`config.mk`:
```
export PLATFORM = sky130hd
export DESIGN_NAME = memory_stage_flat
export DESIGN_NICKNAME = d
export VERILOG_FILES = /design/src/rtl/memory_stage_if.sv /design/src/rtl/memory_stage.sv /design/src/flat_wrapper.sv
export SDC_FILE = /design/constraint.sdc
export NUM_CORES = 1
export LEC_CHECK = 0
export BUFFER_PORTS_ARGS = -buffer_cell sky130_fd_sc_hd__buf_2
export CORE_MARGIN = 2
export CORE_UTILIZATION = 40
export CTS_CLUSTER_SIZE = 24
export DETAILED_ROUTE_END_ITERATION = 12
export PLACE_DENSITY = 0.82
export SLEW_MARGIN = 10
export SYNTH_ARGS = -nofsm -noshare
export SYNTH_HDL_FRONTEND = slang
export SYNTH_SLANG_ARGS = --single-unit
```
`constraint.sdc`:
```
create_clock -name clk -period 5.77 [get_ports clk]
set_input_delay 0.2885 -clock clk [delete_from_list [all_inputs] [get_ports clk]]
set_output_delay 0.2885 -clock clk [all_outputs]
set_load 0.005 [all_outputs]
```
`src/rtl/memory_stage_if.sv`:
```
// memory_stage_if: variable-latency data-memory port (req/ready handshake, byte strobes).
interface memory_stage_if #(parameter int XLEN = 32);
  logic req;
  logic we;
  logic [XLEN-1:0] addr;
  logic [XLEN-1:0] wdata;
  logic [XLEN/8-1:0] wstrb;
  logic ready;
  logic [XLEN-1:0] rdata;
  modport master(output req, we, addr, wdata, wstrb, input ready, rdata);
  modport slave(input req, we, addr, wdata, wstrb, output ready, rdata);
endinterface

```
`src/rtl/memory_stage.sv`:
```
// memory_stage: RV32I MEM stage with variable-latency dmem port, load/store lane formatting and timeout.
// Optional MISALIGN_TRAP_EN adds misalignM and suppresses misaligned H/W accesses.
module memory_stage #(
  parameter int XLEN = 32,
  parameter int MAX_WAIT = 15
) (
  input  logic clk,
  input  logic rst,
  input  logic regwriteM,
  input  logic memrwM,
  input  logic [1:0] wbselM,
  input  logic [2:0] funct3M,
  input  logic [4:0] rdM,
  input  logic [XLEN-1:0] ALUresM,
  input  logic [XLEN-1:0] data_writeM,
  input  logic [XLEN-1:0] pc4M,
  memory_stage_if.master dmem,
  output logic stallM,
  output logic buserrM,
  output logic regwriteW,
  output logic [1:0] wbselW,
  output logic [4:0] rdW,
  output logic [XLEN-1:0] ALUresW,
  output logic [XLEN-1:0] read_dataW,
  output logic [XLEN-1:0] pc4W
`ifdef MISALIGN_TRAP_EN
  ,
  output logic misalignM
`endif
);
  typedef enum logic {IDLE, WAIT} state_t;
  state_t state, stateNext;
  logic [7:0] waitCnt, waitCntNext;
  logic reqAccess, access, timeout, busy;
  logic [7:0] loadByte;
  logic [15:0] loadHalf;
  logic [XLEN-1:0] loadData;
  always_comb begin
    reqAccess = memrwM | (regwriteM & wbselM == 2'b00);
`ifdef MISALIGN_TRAP_EN
    misalignM = reqAccess & ((funct3M[1:0] == 2'b01 & ALUresM[0]) | (funct3M[1] & |ALUresM[1:0]));
    access = reqAccess & !misalignM;
`else
    access = reqAccess;
`endif
    timeout = state == WAIT & !dmem.ready & waitCnt == 8'(MAX_WAIT);
    busy = access & !(dmem.ready | timeout);
    stallM = !rst & busy;
    stateNext = busy ? WAIT : IDLE;
    waitCntNext = busy ? waitCnt + 8'd1 : 8'd0;
    // Request drops on the timeout cycle so the memory sees the access abandoned.
    dmem.req = !rst & access & !timeout;
    dmem.we = access & memrwM;
    dmem.addr = access ? {ALUresM[XLEN-1:2], 2'b00} : '0;
    dmem.wdata = !access ? '0 :
                 funct3M[1:0] == 2'b00 ? {4{data_writeM[7:0]}} :
                 funct3M[1:0] == 2'b01 ? {2{data_writeM[15:0]}} : data_writeM;
    dmem.wstrb = !(access & memrwM) ? 4'b0000 :
                 funct3M[1:0] == 2'b00 ? 4'b0001 << ALUresM[1:0] :
                 funct3M[1:0] == 2'b01 ? 4'b0011 << {ALUresM[1], 1'b0} : 4'b1111;
    loadByte = 8'(dmem.rdata >> {ALUresM[1:0], 3'b000});
    loadHalf = ALUresM[1] ? dmem.rdata[31:16] : dmem.rdata[15:0];
    loadData = funct3M[1:0] == 2'b00 ? {{24{!funct3M[2] & loadByte[7]}}, loadByte} :
               funct3M[1:0] == 2'b01 ? {{16{!funct3M[2] & loadHalf[15]}}, loadHalf} : dmem.rdata;
  end
  always_ff @(posedge clk or posedge rst)
    if (rst) begin
      state <= IDLE;
      waitCnt <= '0;
    end else begin
      state <= stateNext;
      waitCnt <= waitCntNext;
    end
  // MEM/WB register: a stall inserts a bubble by clearing only the write enable.
  always_ff @(posedge clk or posedge rst)
    if (rst) begin
      regwriteW <= 1'b0;
      wbselW <= '0;
      rdW <= '0;
      ALUresW <= '0;
      read_dataW <= '0;
      pc4W <= '0;
      buserrM <= 1'b0;
    end else begin
      buserrM <= timeout & access;
      if (stallM) regwriteW <= 1'b0;
      else begin
`ifdef MISALIGN_TRAP_EN
        regwriteW <= regwriteM & !misalignM;
`else
        regwriteW <= regwriteM;
`endif
        wbselW <= wbselM;
        rdW <= rdM;
        ALUresW <= ALUresM;
        read_dataW <= timeout ? '0 : loadData;
        pc4W <= pc4M;
      end
    end
endmodule

```
`src/flat_wrapper.sv`:
```
// flat-port wrapper written by rule: the top's interface ports become plain ports
module memory_stage_flat 
#(
  parameter int XLEN = 32,
  parameter int MAX_WAIT = 15
)
  (clk, rst, regwriteM, memrwM, wbselM, funct3M, rdM, ALUresM, data_writeM, pc4M, stallM, buserrM, regwriteW, wbselW, rdW, ALUresW, read_dataW, pc4W, dmem_req, dmem_we, dmem_addr, dmem_wdata, dmem_wstrb, dmem_ready, dmem_rdata);
  memory_stage_if #(.XLEN(XLEN)) dmem_i ();
  input  logic clk;
  input  logic rst;
  input  logic regwriteM;
  input  logic memrwM;
  input  logic [1:0] wbselM;
  input  logic [2:0] funct3M;
  input  logic [4:0] rdM;
  input  logic [XLEN-1:0] ALUresM;
  input  logic [XLEN-1:0] data_writeM;
  input  logic [XLEN-1:0] pc4M;
  output logic stallM;
  output logic buserrM;
  output logic regwriteW;
  output logic [1:0] wbselW;
  output logic [4:0] rdW;
  output logic [XLEN-1:0] ALUresW;
  output logic [XLEN-1:0] read_dataW;
  output logic [XLEN-1:0] pc4W;
  output wire logic [$bits(dmem_i.req)-1:0] dmem_req;
  output wire logic [$bits(dmem_i.we)-1:0] dmem_we;
  output wire logic [$bits(dmem_i.addr)-1:0] dmem_addr;
  output wire logic [$bits(dmem_i.wdata)-1:0] dmem_wdata;
  output wire logic [$bits(dmem_i.wstrb)-1:0] dmem_wstrb;
  input wire logic [$bits(dmem_i.ready)-1:0] dmem_ready;
  input wire logic [$bits(dmem_i.rdata)-1:0] dmem_rdata;
  assign dmem_req = dmem_i.req;
  assign dmem_we = dmem_i.we;
  assign dmem_addr = dmem_i.addr;
  assign dmem_wdata = dmem_i.wdata;
  assign dmem_wstrb = dmem_i.wstrb;
  assign dmem_i.ready = dmem_ready;
  assign dmem_i.rdata = dmem_rdata;
  memory_stage #(.XLEN(XLEN), .MAX_WAIT(MAX_WAIT)) u_core (.clk(clk), .rst(rst), .regwriteM(regwriteM), .memrwM(memrwM), .wbselM(wbselM), .funct3M(funct3M), .rdM(rdM), .ALUresM(ALUresM), .data_writeM(data_writeM), .pc4M(pc4M), .dmem(dmem_i), .stallM(stallM), .buserrM(buserrM), .regwriteW(regwriteW), .wbselW(wbselW), .rdW(rdW), .ALUresW(ALUresW), .read_dataW(read_dataW), .pc4W(pc4W));
endmodule
```
==> flow_metrics.tcl, run 1 <==
set metrics [dict create \
    synth_ff_type "dfrtp_1" \
    cts_setup_buffers 0 \
    post_drt_wl_per_cell_um 17.2 \
    synth-edff-count 0 \
    whs_ns 0.0942 \
    min_path_cells 2 \
    crit_fanout 41 \
    io_buffers 316 \
    synth_top_family_by_area "multiplexers" \
    post-route-cell-area_mm2 0.00804 \
    clk_pin_slew_ns 0.05 \
    yosys.area_share.simple_pct 13.4 \
    syn_area_mm2 0.00580 \
    rsz0062_at_grt "false" \
    clockBufferDepth 2 \
    dieArea_mm2 0.0155 \
    timing_worst_setup_path_type "flip-flop to primary output" \
    ys_async_sr_fraction_pct 100 \
    num_antenna_cells 0 \
    timing.setup.tns_ns 0 \
    max-cap-violations 0 \
    period_share_pct 50.2 \
    synth_xor_area_share_pct 0.906 \
    p_per_area_mw_per_mm2 289 \
    layout.area.seq_mm2 0.00285 \
    grt_pass1_vias 5179 \
    worst_pin_slew_ns 1.12 \
    clk_latency_ns 0.41 \
    drc 0 \
    cts_tree "built" \
    antenna_found_initial 0 \
    dp_hpwl_um 12800 \
    synth_seq_cells 114 \
    die_w_um 124 \
    grt_max_degree 66 \
    status "completed" \
    fmax_ghz 0.345 \
    gr-usage-all-layers_pct 22.5 \
    initial_core_util_pct 40.4 \
    wirelength_um 17300 \
    cp.arrival_ns 2.61 \
    cp-start-kind "flip-flop" \
    first_iter_violations 288 \
    syn_avg_cell_area_um2 11.4 \
    ant_nets 0 \
    io_pins 319 \
    layout-drive-gt1-share_pct 53.1 \
    dpl-instance-area_mm2 0.00745 \
    rows 44 \
    fillers 1277 \
    cp_data_required_time_ns 5.48 \
    dr.pass1.iters 5 \
    reg2regPathDepth 6 \
    synth_fa_ha_area_share_pct 0.216 \
    h-tree-depth 4 \
    slew_headroom_pct 25.1 \
    synth_compound_area_share_pct 8.58 \
    multi_input_area_mm2 0.00272 \
    hold_viol_final 0 \
    clkSinkCount 114 \
    finClkSkew_ns 0.00843 \
    grt_pass1_wl_um 27400 \
    die_y_um 124 \
    cts-root-buf "clkbuf_16" \
    syn_inst 508 \
    yosysSeqAreaShare_pct 49.2 \
    setup_viol 0 \
    synthMuxAreaShare_pct 23.6 \
    min_period_ns 2.90 \
    synth_cell_types 44 \
    globalplace.congestion 0.943 \
    gr-total-overflow 0 \
    core_mm2 0.0144 \
    syn2layout_area_growth_pct 38.5 \
    num_vias 5204 \
    vias_per_cell 5.18 \
    yosys_warnings 0 \
    cts_buffers 17 \
    peakVddDrop_mv 0.190 \
    min_path_type "primary input to flip-flop" \
    drv_slew 0 \
    nNetsFinal 952 \
    p_leak_nw 4.09 \
    cp-end-kind "primary output" \
]
-- routing by layer --
metal	wire [um]	vias to the layer above	track usage [%]	share of wire, %
met4	692	0	11.2	4.0
met1	6790	2501	27.0	39
met3	1190	52	6.19	6.9
met2	8640	266	37.2	50
li1	-	2385	-	-
met5	0	-	0	0
-- worst paths after layout --
| path | end | slack (ns) | from |
|---|---|---|---|
| max in group asynchronous | u_core.pc4W[24] | 3.96 | rst |
| hold / removal | u_core.waitCnt[2] | 0.09 | dmem_ready |
| setup reg to reg | u_core.ALUresW[28] | 2.88 | u_core.waitCnt[0] |
| hold reg to reg | u_core.waitCnt[0] | 0.48 | u_core.waitCnt[0] |
| setup / recovery | stallM | 2.87 | u_core.waitCnt[0] |
| min in group asynchronous | u_core.wbselW[0] | 0.56 | rst |
-- per-stage QoR --
| stage | setup slack [ns] | total power [mW] | instances | util, % |
|---|---|---|---|---|
| 3_5_place_dp | 2.89 | 1.31 | 972 | 51.9 |
| 5_1_grt | 2.71 | 2.43 | 1005 | 55.9 |
| 3_3_place_gp | 2.97 | 1.30 | 972 | 51.9 |
| 6_report | 2.87 | 2.32 | 1005 | 55.9 |
| 2_1_floorplan | 2.47 | 1.11 | 509 | - |
| 4_1_cts | 2.85 | 2.35 | 1005 | 55.9 |
-- worst max-delay path, stage by stage (launching register included) --
cell and delay (ns):
dfrtp_1 0.40, ha_1 0.23, and3_1 0.23, and4b_1 0.26, nor2_4 0.82, buf_2 0.26
-- layout by cell type (no fill, tap or decap), types with 2 or more instances in the layout --
cell type   count
inv_1           4
clkbuf_16      17
nor3_1          4
nor2b_1         2
clkinv_4        2
or2_2           2
o2bb2ai_1      24
and3_1          9
clkinvlp_4      3
xor2_1          3
xnor2_1         3
nand3_1         2
a21oi_1        18
mux2_2         58
nand2_1        43
a31oi_1         6
o21ai_1         2
dfrtp_1       114
a22o_1          8
nor2_1         45
mux2i_1        37
inv_8           2
and2_1         39
inv_6           6
o21a_1          4
conb_1          2
buf_4           3
mux4_2          6
buf_2         316
mux2_4         14
nor3b_1         2
-- synthesized netlist by cell type, drive strengths merged, types with 8 or more instances --
| cell | instances | area [um2] |
|---|---|---|
| clkbuf | 18 | 67.6 |
| nand2 | 43 | 161 |
| o2bb2ai | 24 | 210 |
| a22o | 8 | 70.1 |
| and3 | 9 | 56.3 |
| nor2 | 47 | 179 |
| mux2i | 37 | 370 |
| a21oi | 18 | 90.1 |
| and2 | 39 | 244 |
| dfrtp | 114 | 2850 |
| mux2 | 72 | 863 |
| buf | 23 | 149 |
-- power breakdown --
group	internal, mW	leakage (nW)	total, mW	switching, mW
Clock	0.607	0.273	1.02	0.415
Sequential	0.868	1.36	0.903	0.0356
Combinational	0.200	2.46	0.398	0.198
-- what timing repair did --
item | in CTS | in global routing
resized for setup | 0 | 0
hold buffers | 1 | 0
endpoints found under the hold margin | 20 | 0
-- final cells by class --
class / count / area share, %
Inverter: 5 / 0.265
Timing Repair Buffer: 321 / 20.3
Clock buffer: 18 / 5.34
Multi-Input combinational cell: 349 / 33.9
Tap cell: 184 / 2.86
Clock inverter: 14 / 1.81
Sequential cell: 114 / 35.5
-- logic make-up (layout without fill, tap and decap cells) --
| logic type | Yosys count | after routing |
|---|---|---|
| other | 1 | 2 |
| AND/OR/NAND/NOR | 158 | 158 |
| flip-flops | 114 | 114 |
| AO/OA/AOI/OAI | 67 | 67 |
| adder cells (fa/ha/maj) | 1 | 1 |
| XOR/XNOR | 6 | 6 |
| multiplexers | 115 | 115 |
| buffers and inverters | 46 | 358 |
-- state kept, by name, summed over array words and instances, names as in the netlist --
signal and cells:
u_core.rdW 5, u_core.read_dataW 32, u_core.regwriteW 1, u_core.waitCnt 8, u_core.pc4W 32, u_core.wbselW 2, u_core.state 1, u_core.ALUresW 32
u_core.buserrM 1
Note: power is estimated with default switching activity, not from simulation.
==> run 2, diff against run 1 <==
--- a/config.mk
+++ b/config.mk
@@ -10,7 +10,7 @@
 export CORE_UTILIZATION = 40
 export CTS_CLUSTER_SIZE = 24
 export DETAILED_ROUTE_END_ITERATION = 12
-export PLACE_DENSITY = 0.82
+export PLACE_DENSITY = 0.85
 export SLEW_MARGIN = 10
 export SYNTH_ARGS = -nofsm -noshare
 export SYNTH_HDL_FRONTEND = slang
==> constraint.sdc (replaced) <==
create_clock -name clk -period 2.5 [get_ports clk]
set_input_delay 0.125 -clock clk [delete_from_list [all_inputs] [get_ports clk]]
set_output_delay 0.125 -clock clk [all_outputs]
set_load 0.005 [all_outputs]
==> run 2 against run 1 <==
Global-route usage is 1.8 points higher. Total power is 150% higher. Via count is 6.0% higher. Routed wire length is 7.6% higher. Utilization is 6.0 points higher. Setup slack worse by 2.6 ns. Worst hold slack worse by 0.058 ns. Final area is 11% higher. Highest routed layer unchanged.
==> flow_metrics.tcl, run 2 (synthesis results as in run 1) <==
set metrics [dict create \
    status "completed" \
    first_iter_violations 221 \
    cp_data_required_time_ns 2.38 \
    worst_pin_slew_ns 1.10 \
    r2r-end "u_core.pc4W[15]" \
    globalplace.congestion 0.881 \
    drv_slew 0 \
    dp_hpwl_um 12500 \
    wirelength_um 18600 \
    switchingPower_mw 1.40 \
    dieArea_mm2 0.0155 \
    swShare_pct 24.6 \
    gr-total-overflow 0 \
    regToRegStartpoint "u_core.waitCnt[0]" \
    cp.depth 6 \
    crit_fanout 63 \
    cp-start-kind "flip-flop" \
    crit_family "simple AND/OR/NAND/NOR gates" \
    finClkSkew_ns 0.00834 \
    nNetsFinal 1031 \
    reg2regPathDepth 6 \
    timing_worst_setup_path_type "flip-flop to primary output" \
    rrSetupSlack_ns 0.38 \
    die_w_um 124 \
    fillers 1116 \
    grt_pass1_vias 5770 \
    cts_buffers 17 \
    io_pins 319 \
    layout.area.seq_mm2 0.00285 \
    clkSinkCount 114 \
    antenna_found_initial 2 \
    timing.critical_path.buf_inv 2 \
    vias_per_cell 5.08 \
    cts-root-buf "clkbuf_16" \
    slew_headroom_pct 26.1 \
    p_leak_nw 4.45 \
    whs_ns 0.0358 \
    dr.pass1.iters 5 \
    cp_slowest_cell "dfrtp_1" \
    grt_pass1_wl_um 29800 \
    busiest_layer "met2" \
    timing.setup.tns_ns 0 \
    p_int_mw 4.29 \
    clockBufferDepth 2 \
    cp-end-kind "primary output" \
    hold_viol_final 0 \
    final_common_cell "buf_2" \
    use_met2_pct 41.6 \
    min_path_type "primary input to flip-flop" \
    h-tree-depth 4 \
    syn2layout_area_growth_pct 53.3 \
    layout-drive-gt1-share_pct 49.1 \
    use_met3_pct 5.63 \
    min_period_ns 2.27 \
    mostFrequentLayoutCells "buf_2 (316), dfrtp_1 (114), dlygate4sd3_1 (72)" \
    core_mm2 0.0144 \
    rsz0062_at_grt "false" \
    post_drt_wl_per_cell_um 17.2 \
    clk_latency_ns 0.41 \
    p_per_area_mw_per_mm2 640 \
    pwr-share-comb_pct 18.0 \
    use_met1_pct 27.6 \
    cts_tree "built" \
    initial_core_util_pct 40.4 \
    num_vias 5516 \
    p_clk_share_pct 45.2 \
    gr-usage-all-layers_pct 24.2 \
    multi_input_area_mm2 0.00272 \
    cp-startpoint "u_core.waitCnt[0]" \
    worstSetupEndpoint "stallM" \
    slowest_delay_ns 0.39 \
    fmax_ghz 0.440 \
    crit_chain "ha_1, and3_1, and4b_1, nor2_4, buf_12, buf_2" \
    cp.arrival_ns 2.15 \
    die_y_um 124 \
    power_frac_seq_pct 36.8 \
    setup_viol 0 \
    period_share_pct 90.9 \
    cts_resized 0 \
    peakVddDrop_mv 0.457 \
    ant_nets 0 \
    largestRegisters "u_core.ALUresW: 32 flops, u_core.pc4W: 32 flops, u_core.read_dataW: 32 flops" \
    io_buffers 316 \
    rows 44 \
    drc 0 \
    grt_max_degree 115 \
    max-cap-violations 0 \
    clk_pin_slew_ns 0.05 \
]
## run 2: stage by stage
stage | instances | instance area [um2] | util, % | setup slack (ns) | power (mW)
3_5_place_dp | 980 | 7540 | 52.5 | 0.411 | 3.04
6_report | 1085 | 8890 | 61.9 | 0.228 | 5.69
2_1_floorplan | 509 | 5810 | - | 0.569 | 2.57
5_1_grt | 1084 | 8890 | 61.9 | 0.0920 | 5.95
4_1_cts | 1083 | 8890 | 61.9 | 0.190 | 5.71
3_3_place_gp | 980 | 7540 | 52.5 | 0.472 | 3.01
## run 2: routing by layer
metal  vias to the layer above  routed length [um]
met2                       287                9510
met1                      2615                6960
met5                         -                   0
li1                       2544                   -
met3                        70                1310
met4                         0                 862
## run 2: area by class of cell
type	instances	area share (%)
flip-flops and latches	114	32.1
multi-input cells	349	30.6
repair buffers	400	27.3
clock buffers	23	5.37
well taps	184	2.59
clock inverters	8	1.70
inverters	5	0.253
diodes	2	0.0563
## run 2: worst min-delay path by stage
stage / from / end / cells past startpoint
global route: dmem_rdata[30] / u_core.read_dataW[30] / 3
finish: dmem_rdata[30] / u_core.read_dataW[30] / 3
global placement: dmem_ready / u_core.waitCnt[2] / 2
CTS: dmem_rdata[30] / u_core.read_dataW[30] / 3
floorplan: dmem_ready / u_core.waitCnt[2] / 1
detailed placement: dmem_ready / u_core.waitCnt[2] / 2
## run 2: tightest hold or removal path, cell delays in order
cell	delay, ns
buf_2	0.10
mux2i_1	0.06
o2bb2ai_1	0.11
## run 2: power by group through the flow
stage	clock [mW]	sequential, mW	combinational [mW]
4_1_cts	2.61	2.09	1.01
3_5_place_dp	0	2.12	0.924
2_1_floorplan	0	2.12	0.446
6_report	2.57	2.09	1.02
5_1_grt	2.73	2.11	1.11
3_3_place_gp	0	2.11	0.903
## run 2: timing repair
item,in CTS,in global routing
endpoints found under the hold margin,185,0
setup buffers,0,0
hold buffers,72,0
